## src/rtl/zubri_pkg.sv

```systemverilog
// Shared definitions for the zubri SRAM store host sequencer.
// Holds the word/address widths, the default timing constants (these are
// also used by the controller testbench), the FSM state type and the
// captured-request record.
package zubri_pkg;
  localparam int WORD_W = 27;
  localparam int ADDR_W = 9;
  localparam int CNT_W  = 8;

  localparam int HOLD_CYC_DEF    = 12;
  localparam int WR_WAIT_CYC_DEF = 60;
  localparam int RD_WAIT_CYC_DEF = 42;
  localparam int SETTLE_CYC_DEF  = 18;
  localparam int TIMEOUT_CYC_DEF = 255;

  typedef enum logic [2:0] {
    S_IDLE, S_ADDR, S_DATA, S_WR_WAIT, S_RD_WAIT, S_OUT, S_SETTLE, S_DONE
  } state_t;

  typedef struct packed {
    logic              write;
    logic [ADDR_W-1:0] addr;
    logic [WORD_W-1:0] data;
  } req_t;
endpackage

```

## src/rtl/zubri_host_seq_sync2.sv

```systemverilog
// sync2: two-flop synchronizer for a single asynchronous level.
// Ports: clk/rst_n (async active-low), d = async input, q = synchronized output.
module sync2 (
  input  logic clk,
  input  logic rst_n,
  input  logic d,
  output logic q
);
  logic meta;

  always_ff @(posedge clk or negedge rst_n) begin
    if (!rst_n) begin
      meta <= 1'b0;
      q    <= 1'b0;
    end else begin
      meta <= d;
      q    <= meta;
    end
  end
endmodule

```

## src/rtl/zubri_host_seq.sv

```systemverilog
// zubri_host_seq: single-word host initiator for the byte-wide SRAM store
// controller. Accepts read/write requests on req_valid/req_ready, sequences
// the controller strobes (write/read, parity, out_data) using the
// synchronized adrWrite flag as the address handshake, and returns a
// one-cycle rsp_valid (with rsp_err on an adrWrite timeout).
// Ports: req_* request side, rsp_* response side, write/read/parity/out_data
// + in_A/in_D towards the controller, out_D/adrWrite from the controller.
module zubri_host_seq
  import zubri_pkg::*;
#(
  parameter int HOLD_CYC    = HOLD_CYC_DEF,
  parameter int WR_WAIT_CYC = WR_WAIT_CYC_DEF,
  parameter int RD_WAIT_CYC = RD_WAIT_CYC_DEF,
  parameter int SETTLE_CYC  = SETTLE_CYC_DEF,
  parameter int TIMEOUT_CYC = TIMEOUT_CYC_DEF
) (
  input  logic              clk,
  input  logic              rst_n,
  input  logic              req_valid,
  input  logic              req_write,
  input  logic [ADDR_W-1:0] req_addr,
  input  logic [WORD_W-1:0] req_data,
  output logic              req_ready,
  output logic              rsp_valid,
  output logic [WORD_W-1:0] rsp_data,
  output logic              rsp_err,
  output logic              write,
  output logic              read,
  output logic              parity,
  output logic              out_data,
  output logic [ADDR_W-1:0] in_A,
  output logic [WORD_W-1:0] in_D,
  input  logic [WORD_W-1:0] out_D,
  input  logic              adrWrite
);
  localparam logic [CNT_W-1:0] HOLD_L    = CNT_W'(HOLD_CYC);
  localparam logic [CNT_W-1:0] WR_WAIT_L = CNT_W'(WR_WAIT_CYC);
  localparam logic [CNT_W-1:0] RD_WAIT_L = CNT_W'(RD_WAIT_CYC);
  localparam logic [CNT_W-1:0] SETTLE_L  = CNT_W'(SETTLE_CYC);
  localparam logic [CNT_W-1:0] TIMEOUT_L = CNT_W'(TIMEOUT_CYC);

  state_t           state_q, state_d;
  logic [CNT_W-1:0] cnt_q, cnt_d;
  logic             err_q, err_d;
  req_t             cur;
  logic             adr_s;
  logic             accept;
  logic             last;

  sync2 u_adr_sync (.clk(clk), .rst_n(rst_n), .d(adrWrite), .q(adr_s));

  assign accept = (state_q == S_IDLE) && req_valid;
  // Timed states run for exactly the loaded count: the count seen in the
  // final cycle is 1, and the transition takes it to the next load.
  assign last   = (cnt_q <= CNT_W'(1));

  always_ff @(posedge clk or negedge rst_n) begin
    if (!rst_n) begin
      state_q  <= S_IDLE;
      cnt_q    <= '0;
      err_q    <= 1'b0;
      cur      <= '0;
      rsp_data <= '0;
    end else begin
      state_q <= state_d;
      cnt_q   <= cnt_d;
      err_q   <= err_d;
      if (accept) begin
        cur.write <= req_write;
        cur.addr  <= req_addr;
        cur.data  <= req_data;
      end
      if (state_q == S_SETTLE && last) rsp_data <= out_D;
    end
  end

  always_comb begin
    state_d = state_q;
    cnt_d   = cnt_q;
    err_d   = err_q;
    unique case (state_q)
      S_IDLE: if (req_valid) begin
        state_d = S_ADDR;
        cnt_d   = TIMEOUT_L;
        err_d   = 1'b0;
      end
      S_ADDR: begin
        if (adr_s) begin
          state_d = cur.write ? S_DATA : S_RD_WAIT;
          cnt_d   = cur.write ? HOLD_L : RD_WAIT_L;
        end else if (cnt_q == '0) begin
          // timeout counts down through zero, so ADDR lasts TIMEOUT+1 cycles
          state_d = S_DONE;
          err_d   = 1'b1;
        end else begin
          cnt_d = cnt_q - CNT_W'(1);
        end
      end
      S_DATA:    if (last) begin state_d = S_WR_WAIT; cnt_d = WR_WAIT_L; end
                 else cnt_d = cnt_q - CNT_W'(1);
      S_WR_WAIT: if (last) state_d = S_DONE;
                 else cnt_d = cnt_q - CNT_W'(1);
      S_RD_WAIT: if (last) begin state_d = S_OUT; cnt_d = HOLD_L; end
                 else cnt_d = cnt_q - CNT_W'(1);
      S_OUT:     if (last) begin state_d = S_SETTLE; cnt_d = SETTLE_L; end
                 else cnt_d = cnt_q - CNT_W'(1);
      S_SETTLE:  if (last) state_d = S_DONE;
                 else cnt_d = cnt_q - CNT_W'(1);
      S_DONE:    state_d = S_IDLE;
      default:   state_d = S_IDLE;
    endcase
  end

  // Strobes decode straight from the state register so an async reset
  // clears them immediately; one state per strobe keeps them exclusive.
  assign req_ready = (state_q == S_IDLE);
  assign write     = (state_q == S_ADDR) &&  cur.write;
  assign read      = (state_q == S_ADDR) && !cur.write;
  assign parity    = (state_q == S_DATA);
  assign out_data  = (state_q == S_OUT);
  assign rsp_valid = (state_q == S_DONE);
  assign rsp_err   = (state_q == S_DONE) && err_q;
  assign in_A      = cur.addr;
  assign in_D      = cur.data;
endmodule

```

## config.mk

```make
export PLATFORM = sky130hd
export DESIGN_NAME = zubri_host_seq
export DESIGN_NICKNAME = d
export VERILOG_FILES = /design/src/rtl/zubri_pkg.sv /design/src/rtl/zubri_host_seq_sync2.sv /design/src/rtl/zubri_host_seq.sv
export SDC_FILE = /design/constraint.sdc
export NUM_CORES = 1
export LEC_CHECK = 0
export CAP_MARGIN = 0
export CORE_MARGIN = 5
export CORE_UTILIZATION = 45
export DETAILED_ROUTE_END_ITERATION = 7
export PLACE_DENSITY = 0.81
export SLEW_MARGIN = 25
export SYNTH_ARGS = -nofsm -noshare
export SYNTH_HDL_FRONTEND = slang
export SYNTH_HIERARCHICAL = 1
export SYNTH_SLANG_ARGS = --single-unit
```

## constraint.sdc

```tcl
create_clock -name clk -period 3.5 [get_ports clk]
set_input_delay 0.525 -clock clk [delete_from_list [all_inputs] [get_ports clk]]
set_output_delay 0.525 -clock clk [all_outputs]
set_load 0.1 [all_outputs]
```

# Word level (Yosys, flattened, before mapping)
# Cells that the tools add are included.
# classes
n_addsub,1
order_cmp,1
eq_ne,17
n_mux,22
n_reduce_logical,14
# op_table
cell,count
two-way mux 8 bit,7
one-hot mux 8 bit (6 select lines),1
two-way mux 3 bit,8
one-hot mux 3 bit (7 select lines),1
equality test 3 bit (second input constant),4
inequality test 2 bit (second input constant),5
less-or-equal comparator 8 x 1 -> 1 bit (second input constant),1
zero test 8 bit,1
AND reduction 4 bit,2
subtractor 8 x 1 -> 8 bit (second input constant),1
equality test 3 x 2 -> 1 bit (second input constant),2
two-way mux 6 bit,1
inequality test 2 x 1 -> 1 bit (second input constant),3
inequality test 3 x 2 -> 1 bit (second input constant),2
AND reduction 6 bit,1
nonzero test 6 bit,1
logical AND 1 bit,5
equality test 3 x 1 -> 1 bit (second input constant),1
zero test 3 bit,1
two-way mux 1 bit,3
one-hot mux 1 bit (2 select lines),1
nonzero test 2 bit,1
OR reduction 2 bit,1
zero test 1 bit,1
# word_totals
reg_bits,78
input_bits,68
word_cells,64

# Logic depth before layout (Yosys ltp)
# Gate-level depths: netlist (run 1).
# depth
word_depth,4
ltp_mapped,9
mapped_depth_nobuf,7

# Modules after synthesis
# The synthesis (run 1) kept the hierarchy.
# modules_own_cells
module,instances,cells_per_inst,area_per_inst_um2,seq_area_each_um2
zubri_host_seq,1,316,3736.1,1901.8
sync2,1,2,50.0,50.0

# Least setup slack after synthesis (run 1)
# OpenSTA, ideal clock, no wires.
# synth_path
path_kind,flip-flop to flip-flop
start,register state_q[0]
end,register cur[36] in the netlist's numbering
setup_time_ns,0.125
arrival_ns,4.020
required_ns,3.375
path_slack_ns,-0.645
stages_incl_launch_ff,7
synth_period_minus_slack_ns,4.145
path_cell_list,dfrtp_1 > clkbuf_1 > nor3_1 > and2_1 > buf_2 > buf_1 > mux2_2
# synth_between
elab_chain_cells,2
# synth_lines
item,line_no,text
start: declaration,zubri_host_seq.sv:42,"state_t state_q, state_d;"
start signal: assignment,zubri_host_seq.sv:65,state_q <= state_d;
zero test 3 bit,--,
via req_ready,zubri_host_seq.sv:23,"output logic req_ready,"
logical AND 1 bit,zubri_host_seq.sv:52,assign accept = (state_q == S_IDLE) && req_valid;
end: declaration,zubri_host_seq.sv:45,req_t cur;
# The timed path passes the listed nets, and every way through them passes these cells.
# A chain may end at the register's enable or synchronous reset.

# Worst setup path after layout (run 1)
# layout_path
start,register cnt_q[4]
end,register rsp_data[0]
# layout_between
elab_chain_cells,2
# layout_lines
item,line_no,text
start: declaration,zubri_host_seq.sv:43,"logic [CNT_W-1:0] cnt_q, cnt_d;"
start signal: assignment,zubri_host_seq.sv:66,cnt_q <= cnt_d;
less-or-equal comparator 8 x 1 -> 1 bit,zubri_host_seq.sv:55,assign last = (cnt_q <= CNT_W'(1));
logical AND 1 bit,zubri_host_seq.sv:73,if (state_q == S_SETTLE && last) rsp_data <= out_D;
end signal: assignment,zubri_host_seq.sv:73,
end: declaration,zubri_host_seq.sv:25,"output logic [WORD_W-1:0] rsp_data,"
# No other way between the ends.

==> impl_metrics.py, run 1 <==
metrics = {
    "outcome": {
        "status": "finished, final reports clean",
    },
    "critical_path": {
        "cp-end-kind": "register",
        "required_ns": 3.73,
        "critical_path_peak_fanout": 27,
        "critPathKind": "register to register",
        "crit_arrival_ns": 2.95,
        "reg2reg_depth": 5,
        "worst_setup_path_start_kind": "register",
    },
    "synth": {
        "synth_top_family_by_area": "multiplexers",
        "syn_inst": 318,
        "synthAdderAreaFrac_pct": 0.6609,
        "synth_seq_cells": 78,
        "ys_seq_area_share_pct": 51.55,
        "syn_area_mm2": 0.003786,
        "syn_avg_cell_area_um2": 11.91,
        "yosys-mux-area-fraction_pct": 19.04,
        "yosysWarnings": 6,
        "synth-simple-area-share_pct": 8.824,
        "synth_top_cell_area_share_pct": 51.55,
        "syn_nets": 388,
        "synth_area_leaders": "dfrtp_1 (52%), mux2_2 (19%), buf_4 (7.1%), a21oi_1 (1.5%), nand2_1 (1.3%)",
        "synth_top_area_cell": "dfrtp_1",
        "synth.distinct_cells": 43,
        "synth_compound_area_share_pct": 8.790,
        "synth_xor_area_share_pct": 0.9253,
    },
    "grt": {
        "top_usage_layer": "met2",
        "antenna_found_initial": 0,
        "grt_pass1_wl_um": 14650,
        "grtUsageMet3_pct": 10.88,
        "globalRouteOverflowTotal": 0,
        "use_met1_pct": 20.99,
        "grtUsageTotal_pct": 18.38,
        "grt_pass1_vias": 2944,
        "grt_use_met2_pct": 29.48,
        "grt_max_degree": 79,
    },
    "floorplanning": {
        "die_area_mm2": 0.01035,
        "io_pins": 138,
        "fp.dieW_um": 101.7,
        "start_util_pct": 46.08,
        "fp.dieH_um": 101.7,
        "rows": 33,
        "core_area_mm2": 0.008217,
    },
    "cts": {
        "clk_pin_slew_worst_paths_ns": 0.09,
        "cts.hold.buffers_added": 0,
        "ctsRootBufferMaster": "clkbuf_8",
        "cts_buffers": 9,
        "cts_sinks": 78,
        "clkLatencyLatePin_ns": 0.35,
        "ctsResizeCount": 0,
        "cts_setup_buffers": 0,
        "cts_tree": "built",
        "cts_htree_levels": 3,
        "cts_buffer_depth": 2,
    },
    "run": {
        "drv_cap": 0,
    },
    "sta": {
        "slew_violations": 0,
        "fmax_mhz": 367.2,
        "slew_headroom_pct": 32.30,
        "tightestPinTransition_ns": 1.012,
        "setup_violations": 0,
        "rsz0062_at_grt": "no",
        "hold_viol_final": 0,
        "fin_tns_setup_ns": 0,
        "min_period_ns": 2.723,
        "fin_skew_ns": 0.009590,
        "fin_crit_sh_pct": 77.81,
    },
    "drt": {
        "routed_wl_um": 9124,
        "drt_iter0_markers": 118,
        "vias_per_cell": 5.277,
        "num_vias": 2781,
        "routedWlPerCell_um": 17.31,
        "dr.pass1.iters": 4,
        "final_antenna_net_count": 0,
        "remaining_drc_errors": 0,
    },
    "finish": {
        "final_cell_mix": "clkdlybuf4s50_1 (129), dfrtp_1 (78), mux2_2 (64)",
        "n_antenna_cell": 0,
        "drive_gt1_share_pct": 24.17,
        "seq_area_mm2": 0.001952,
        "multi_input_area_mm2": 0.001454,
        "fin_nets": 487,
        "fillers": 645,
        "final_common_cell": "clkdlybuf4s50_1",
        "area.growth.synth_to_final_pct": 36.32,
    },
    "place": {
        "portBuffers": 137,
        "place.gp.congestion": 0.8927,
        "dp_hpwl_um": 6719,
    },
    "worst_hold_path": {
        "hold_path_class": "primary input to async pin",
    },
}
-- cell usage after synthesis --
master / instances
dfrtp_1: 78
o41a_1: 1
buf_4: 36
o2111ai_4: 1
ha_1: 2
clkbuf_1: 9
or4_4: 1
or4_1: 3
buf_6: 2
xor2_1: 3
a41oi_1: 1
o311ai_0: 1
a221oi_1: 1
o211ai_1: 1
or3b_2: 2
a21bo_2: 1
a21boi_0: 1
nor2b_1: 2
buf_2: 3
nand2_1: 13
mux2_2: 64
buf_1: 3
a311o_1: 1
a311oi_1: 1
o31a_1: 2
xnor2_1: 1
a31oi_1: 5
inv_1: 9
o22ai_1: 5
nor3_1: 6
a211oi_1: 3
nand2b_1: 6
o21ai_0: 9
nor4_1: 5
o31ai_1: 3
nor3_4: 1
or2_2: 2
and3_1: 2
or3_1: 2
a21oi_1: 11
nand3_1: 4
and2_1: 3
nor2_1: 8
-- final timing paths --
kind,startpoint,to,slack (ns)
setup / recovery,cnt_q[4],rsp_data[0],0.78
hold / removal,rst_n,rsp_data[26],0.20
setup reg to reg,cnt_q[4],rsp_data[0],0.78
hold reg to reg,u_adr_sync/meta,u_adr_sync/q,0.36
max in group asynchronous,rst_n,cur[36],2.84
min in group clk,u_adr_sync/meta,u_adr_sync/q,0.36
-- per-layer routing --
layer / wire length [um] / share of wire, %
met5: 0 / 0
met3: 1125 / 12
met2: 4440 / 49
met1: 3461 / 38
met4: 97 / 1.1
-- area by class of cell --
cell class / count / area share, %
Clock buffer: 10 / 2.667
Clock inverter: 6 / 1.309
Inverter: 9 / 0.6545
Multi-Input combinational cell: 178 / 28.17
Sequential cell: 78 / 37.82
Tap cell: 105 / 2.545
Timing Repair Buffer: 141 / 26.84
-- sequential cells by signal (all words and copies together) (netlist names) --
signal,flops
cnt_q,8
cur,1
err_q,1
in_A,9
in_D,27
rsp_data,27
state_q,3
u_adr_sync/meta,1
u_adr_sync/q,1
-- worst max-delay path, cell delays in order, from the launching register on --
cell and delay [ns]:
dfrtp_1 0.50, or4_4 0.61, or3_1 0.57, nor3_4 0.17, buf_4 0.36, mux2_2 0.39
-- logic make-up (layout without fill, tap and decap cells) --
| kind of cell | count (synthesis) | count (layout) |
|---|---|---|
| fa+ha+maj | 2 | 2 |
| buf+inv | 62 | 166 |
| flops | 78 | 78 |
| compound gates | 48 | 48 |
| xor+xnor | 4 | 4 |
| mux | 64 | 64 |
| simple gates | 60 | 60 |
-- per-stage QoR --
stage / utilization [%] / hold WS [ns] / setup WS (ns) / std cells / cell area (um2)
6_report: 62.81 / 0.1997 / 0.7767 / 527 / 5161
3_3_place_gp: 60.27 / 0.3358 / 0.8638 / 511 / 4952
2_1_floorplan: - / 0.2294 / 0.3458 / 318 / 3791
3_5_place_dp: 60.27 / 0.3381 / 0.8030 / 511 / 4952
5_1_grt: 62.81 / 0.2358 / 0.7091 / 527 / 5161
4_1_cts: 62.77 / 0.3442 / 0.7725 / 527 / 5157
Power of run 1 is not shown: default switching activity piles up to over one toggle a cycle in this logic, so the estimate is an artifact.
==> run 2, diff against run 1 <==
CORE_UTILIZATION = 41   (was 45)
PLACE_DENSITY = 0.78   (was 0.81)
clock period = 2.3 ns   (was 3.5 ns; I/O delays follow)
==> run 2 against run 1 <==
Net effect:
- clock skew is 0.0026 ns higher
- final cell count grew 4.7%
- clock-buffer cell count decreased by 1
- critical endpoint is now rsp_data[21]
- highest routed layer unchanged
==> impl_metrics.py, run 2 (synthesis results as in run 1) <==
metrics = {
    "outcome": {
        "status": "finished, final reports clean",
    },
    "grt": {
        "grt_max_degree": 41,
        "globalRouteOverflowTotal": 0,
        "grtUsageTotal_pct": 16.89,
        "grt_pass1_wl_um": 15210,
        "grt_pass1_vias": 3097,
        "antenna_found_initial": 0,
    },
    "floorplanning": {
        "core_area_mm2": 0.009109,
        "fp.dieW_um": 106.1,
        "rows": 35,
        "io_pins": 138,
        "die_area_mm2": 0.01126,
        "start_util_pct": 41.57,
        "fp.dieH_um": 106.1,
    },
    "critical_path": {
        "crit_arrival_ns": 2.47,
        "cp-end-kind": "register",
        "worst_setup_path_start_kind": "register",
        "required_ns": 2.53,
        "critPathKind": "register to register",
        "r2r-start": "cnt_q[4]",
        "reg2reg_depth": 6,
        "r2r_slack_ns": 0.07,
        "r2r_end": "rsp_data[21]",
        "critical_path_peak_fanout": 7,
    },
    "cts": {
        "cts_htree_levels": 3,
        "cts_tree": "built",
        "cts_buffers": 9,
        "clkLatencyLatePin_ns": 0.35,
        "cts_buffer_depth": 2,
        "clk_pin_slew_worst_paths_ns": 0.08,
        "ctsRootBufferMaster": "clkbuf_8",
        "cts_sinks": 78,
    },
    "drt": {
        "routedWlPerCell_um": 16.76,
        "final_antenna_net_count": 0,
        "routed_wl_um": 9249,
        "remaining_drc_errors": 0,
        "dr.pass1.iters": 5,
        "num_vias": 2876,
        "vias_per_cell": 5.210,
        "drt_iter0_markers": 229,
    },
    "finish": {
        "area.growth.synth_to_final_pct": 43.13,
        "fin_nets": 507,
        "final_cell_mix": "buf_4 (81), dfrtp_1 (78), clkdlybuf4s50_1 (66)",
        "final_common_cell": "buf_4",
        "fin_cells": 552,
        "n_antenna_cell": 0,
        "drive_gt1_share_pct": 43.08,
    },
    "sta": {
        "hold_viol_final": 0,
        "tightestPinTransition_ns": 0.5292,
        "fin_crit_sh_pct": 97.10,
        "slew_headroom_pct": 64.72,
        "setup_violations": 0,
        "whs_ns": 0.3578,
        "setup_ws_ns": 0.06672,
        "min_period_ns": 2.233,
        "fin_tns_setup_ns": 0,
        "fin_skew_ns": 0.01219,
        "fmax_mhz": 447.8,
        "slew_violations": 0,
    },
    "place": {
        "place_ws_ns": -0.001794,
        "dp_hpwl_um": 6759,
        "dp.cells": 531,
        "portBuffers": 137,
        "place.gp.congestion": 0.8757,
    },
    "worst_hold_path": {
        "min_from": "u_adr_sync/meta",
        "hold_path_class": "register to register",
        "whs_path_depth": 0,
        "holdPathEnd": "u_adr_sync/q",
    },
    "run": {
        "drv_cap": 0,
    },
}
-- run 2: metrics by stage --
stage / util, % / area, um2
floorplan: - / 3915
global placement: 55.91 / 5092
detailed placement: 55.91 / 5092
CTS: 58.57 / 5335
global route: 59.49 / 5419
finish: 59.49 / 5419
-- run 2: repair_timing --
action,4_1_cts,5_1_grt
pin swaps,1,1
cloned,1,2
buffers inserted,0,2
resized for setup,1,5
endpoints found under the setup margin,4,35
hold endpoints to repair,37,0
hold buffers,1,0
-- run 2: worst max path at each step --
stage                     startpoint      endpoint  slack, ns  cells past startpoint
after floorplan             cnt_q[5]   rsp_data[0]      -0.13                      6
after global placement      cnt_q[4]      cnt_q[4]      -0.01                      7
after detailed placement    cnt_q[4]      cnt_q[4]     -0.002                      7
after CTS                   cnt_q[4]   rsp_data[1]      0.006                      5
after global routing        cnt_q[0]      cnt_q[1]      -0.01                      7
final                       cnt_q[4]  rsp_data[21]       0.07                      6
-- run 2: per-layer routing --
layer	GRT usage, %	vias to the layer above	wire, um
met1	20.77	1380	3859
met3	6.254	29	822
met5	0	-	0
met2	26.73	130	4338
met4	7.123	0	229
li1	-	1337	-
-- run 2: cell type report --
class                      count  area (um2)
clock inverter                 6       87.58
multi-input combinational    179        1568
sequential                    78        1952
inverter                       9       33.78
tap                          111       138.9
fill                         755        3690
timing repair buffer         160        1515
clock buffer                   9       123.9
-- run 2: worst max-delay path, stage by stage (launching register included) --
cell and delay, ns:
dfrtp_1 0.38, or4_4 0.53, or3_1 0.42, nor3_4 0.14
buf_4 0.16, clkbuf_16 0.15, mux2_2 0.32
Power of run 2 is left out for the same reason.
==> run 3, diff against run 2 <==
PLACE_DENSITY = 0.77   (was 0.78)
SYNTH_HIERARCHICAL = unset   (was 1)
==> run 3 against run 2 <==
Net effect:
- worst hold slack got worse by 0.0020 ns
- first-iteration DRC count fell by 25%
- via count rose by 5.7%
- synthesized cell count rose by 2.2%
- cell area rose by 6.7%
- sequential share of layout area fell by 2.3 points
- global-route usage rose by 0.20 points
- final cell count rose by 7.6%
- clock-buffer cell count did not move
- die area rose by 3.4%
- utilization rose by 2.8 points
- sequential cell count did not move
- critical path type unchanged
- critical endpoint is now rsp_data[24]
- highest routed layer unchanged
==> impl_metrics.py, run 3 <==
metrics = {
    "synth": {
        "synth_seq_cells": 78,
        "syn_area_mm2": 0.003930,
        "syn_inst": 325,
        "synth_common_cells": "dfrtp_1 (78), mux2_2 (47), buf_4 (37)",
        "syn_nets": 395,
        "syn_avg_cell_area_um2": 12.09,
        "synthFlopType": "dfrtp_1",
        "synth_area_leaders": "dfrtp_1 (50%), mux2_2 (13%), mux2_4 (7.6%), buf_4 (7.1%), o21ai_0 (1.7%)",
        "synth-edff-count": 0,
        "synth_top_cell_area_share_pct": 49.67,
        "async_flop_share_pct": 100.0,
        "synth.most_common_cell": "dfrtp_1",
        "yosysWarnings": 0,
        "synth_top_area_cell": "dfrtp_1",
        "ys_seq_area_share_pct": 49.67,
        "synth.distinct_cells": 43,
    },
    "cts": {
        "clk_pin_slew_worst_paths_ns": 0.09,
        "ctsRootBufferMaster": "clkbuf_8",
        "cts_htree_levels": 3,
        "cts_sinks": 78,
        "cts_buffers": 9,
        "cts_buffer_depth": 2,
        "clkLatencyLatePin_ns": 0.35,
        "cts_tree": "built",
    },
    "finish": {
        "final_cell_mix": "buf_4 (96), dfrtp_1 (78), clkdlybuf4s50_1 (66)",
        "final_common_cell": "buf_4",
        "seq_area_mm2": 0.001952,
        "fin_nets": 530,
        "n_antenna_cell": 0,
        "fillers": 753,
        "area.growth.synth_to_final_pct": 47.12,
        "multi_input_area_mm2": 0.001762,
        "drive_gt1_share_pct": 46.24,
        "fin_cells": 594,
    },
    "critical_path": {
        "critPathKind": "register to register",
        "cp-end-kind": "register",
        "crit_arrival_ns": 2.46,
        "required_ns": 2.53,
        "worst_setup_path_start_kind": "register",
        "critical_path_peak_fanout": 4,
    },
    "sta": {
        "fmax_mhz": 449.0,
        "setup_ws_ns": 0.07302,
        "min_period_ns": 2.227,
        "tightestPinTransition_ns": 0.5302,
        "whs_ns": 0.3557,
        "slew_headroom_pct": 64.19,
        "hold_viol_final": 0,
        "fin_skew_ns": 0.01675,
        "rsz0062_at_grt": "no",
        "setup_violations": 0,
        "slew_violations": 0,
        "fin_crit_sh_pct": 96.83,
    },
    "floorplanning": {
        "fp.dieW_um": 107.9,
        "io_pins": 138,
        "fp.dieH_um": 107.9,
        "die_area_mm2": 0.01164,
        "rows": 35,
        "core_area_mm2": 0.009284,
        "start_util_pct": 42.33,
    },
    "drt": {
        "remaining_drc_errors": 0,
        "dr.pass1.iters": 4,
        "routedWlPerCell_um": 17.36,
        "routed_wl_um": 10310,
        "drt_iter0_markers": 172,
        "num_vias": 3041,
        "vias_per_cell": 5.120,
        "final_antenna_net_count": 0,
    },
    "grt": {
        "antenna_found_initial": 0,
        "grt_pass1_wl_um": 15790,
        "globalRouteOverflowTotal": 0,
        "grt_pass1_vias": 3105,
        "grt_max_degree": 43,
        "grtUsageTotal_pct": 17.08,
    },
    "place": {
        "dp_hpwl_um": 7592,
        "place.gp.congestion": 0.9419,
        "dp.cells": 574,
        "place_ws_ns": 0.007949,
        "portBuffers": 137,
    },
    "run": {
        "drv_cap": 0,
    },
    "worst_hold_path": {
        "hold_path_class": "register to register",
    },
    "outcome": {
        "status": "finished, final reports clean",
    },
}
==> run 3: cell type report <==
cell class              count  area share [%]
inverters                   6          0.4544
clock buffers               9           2.142
repair buffers            177           28.61
well taps                 129           2.792
multi-input cells         188           30.47
clock inverters             7           1.774
flip-flops and latches     78           33.76
==> run 3: cell families after synthesis <==
kind of cell / Yosys count / share of synthesized area (%)
DFF: 78 / 49.67
muxes: 69 / 21.62
and+or+nand+nor: 68 / 9.774
buffers and inverters: 59 / 10.19
AOI/OAI and AO/OA: 46 / 7.450
xor gates and xnor gates: 3 / 0.6687
adders and majority gates: 2 / 0.6366
==> run 3: stage by stage <==
step | area, um2 | utilization, % | TNS, ns
2_1_floorplan | 4134 | - | -2.829
3_3_place_gp | 5439 | 58.58 | 0
3_5_place_dp | 5439 | 58.58 | 0
4_1_cts | 5699 | 61.39 | 0
5_1_grt | 5782 | 62.28 | 0
6_report | 5782 | 62.28 | 0
==> run 3: worst paths after layout <==
kind / startpoint / slack (ns) / end / cells past startpoint
max: cnt_q[4] / 0.07 / rsp_data[24] / 5
min: u_adr_sync.meta / 0.36 / u_adr_sync.q / 0
max reg2reg: cnt_q[4] / 0.07 / rsp_data[24] / 5
min reg2reg: u_adr_sync.meta / 0.36 / u_adr_sync.q / 0
max in group asynchronous: rst_n / 1.16 / rsp_data[4] / 3
min in group asynchronous: rst_n / 0.50 / rsp_data[10] / 2
==> run 3: critical path: stages, from the launching register on <==
cell     delay (ns)
dfrtp_1        0.39
or4_4          0.55
or4_4          0.48
nor2_8         0.20
buf_4          0.17
mux2_2         0.33
==> run 3: what timing repair did <==
item,CTS,global route
buffers inserted,1,1
endpoints found under the hold margin,36,0
gates resized for setup,3,13
gates cloned,0,1
pin swaps,0,2
setup endpoints to repair,6,17
hold buffers,1,0
==> run 3: routing by layer <==
layer / track usage [%] / vias up / part of all wire (%)
met1: 22.64 / 1490 / 43
met3: 4.319 / 15 / 7.6
met5: 0 / - / 0
li1: - / 1396 / -
met4: 4.959 / 0 / 1.3
met2: 27.71 / 140 / 48
Power of run 3 is left out for the same reason.
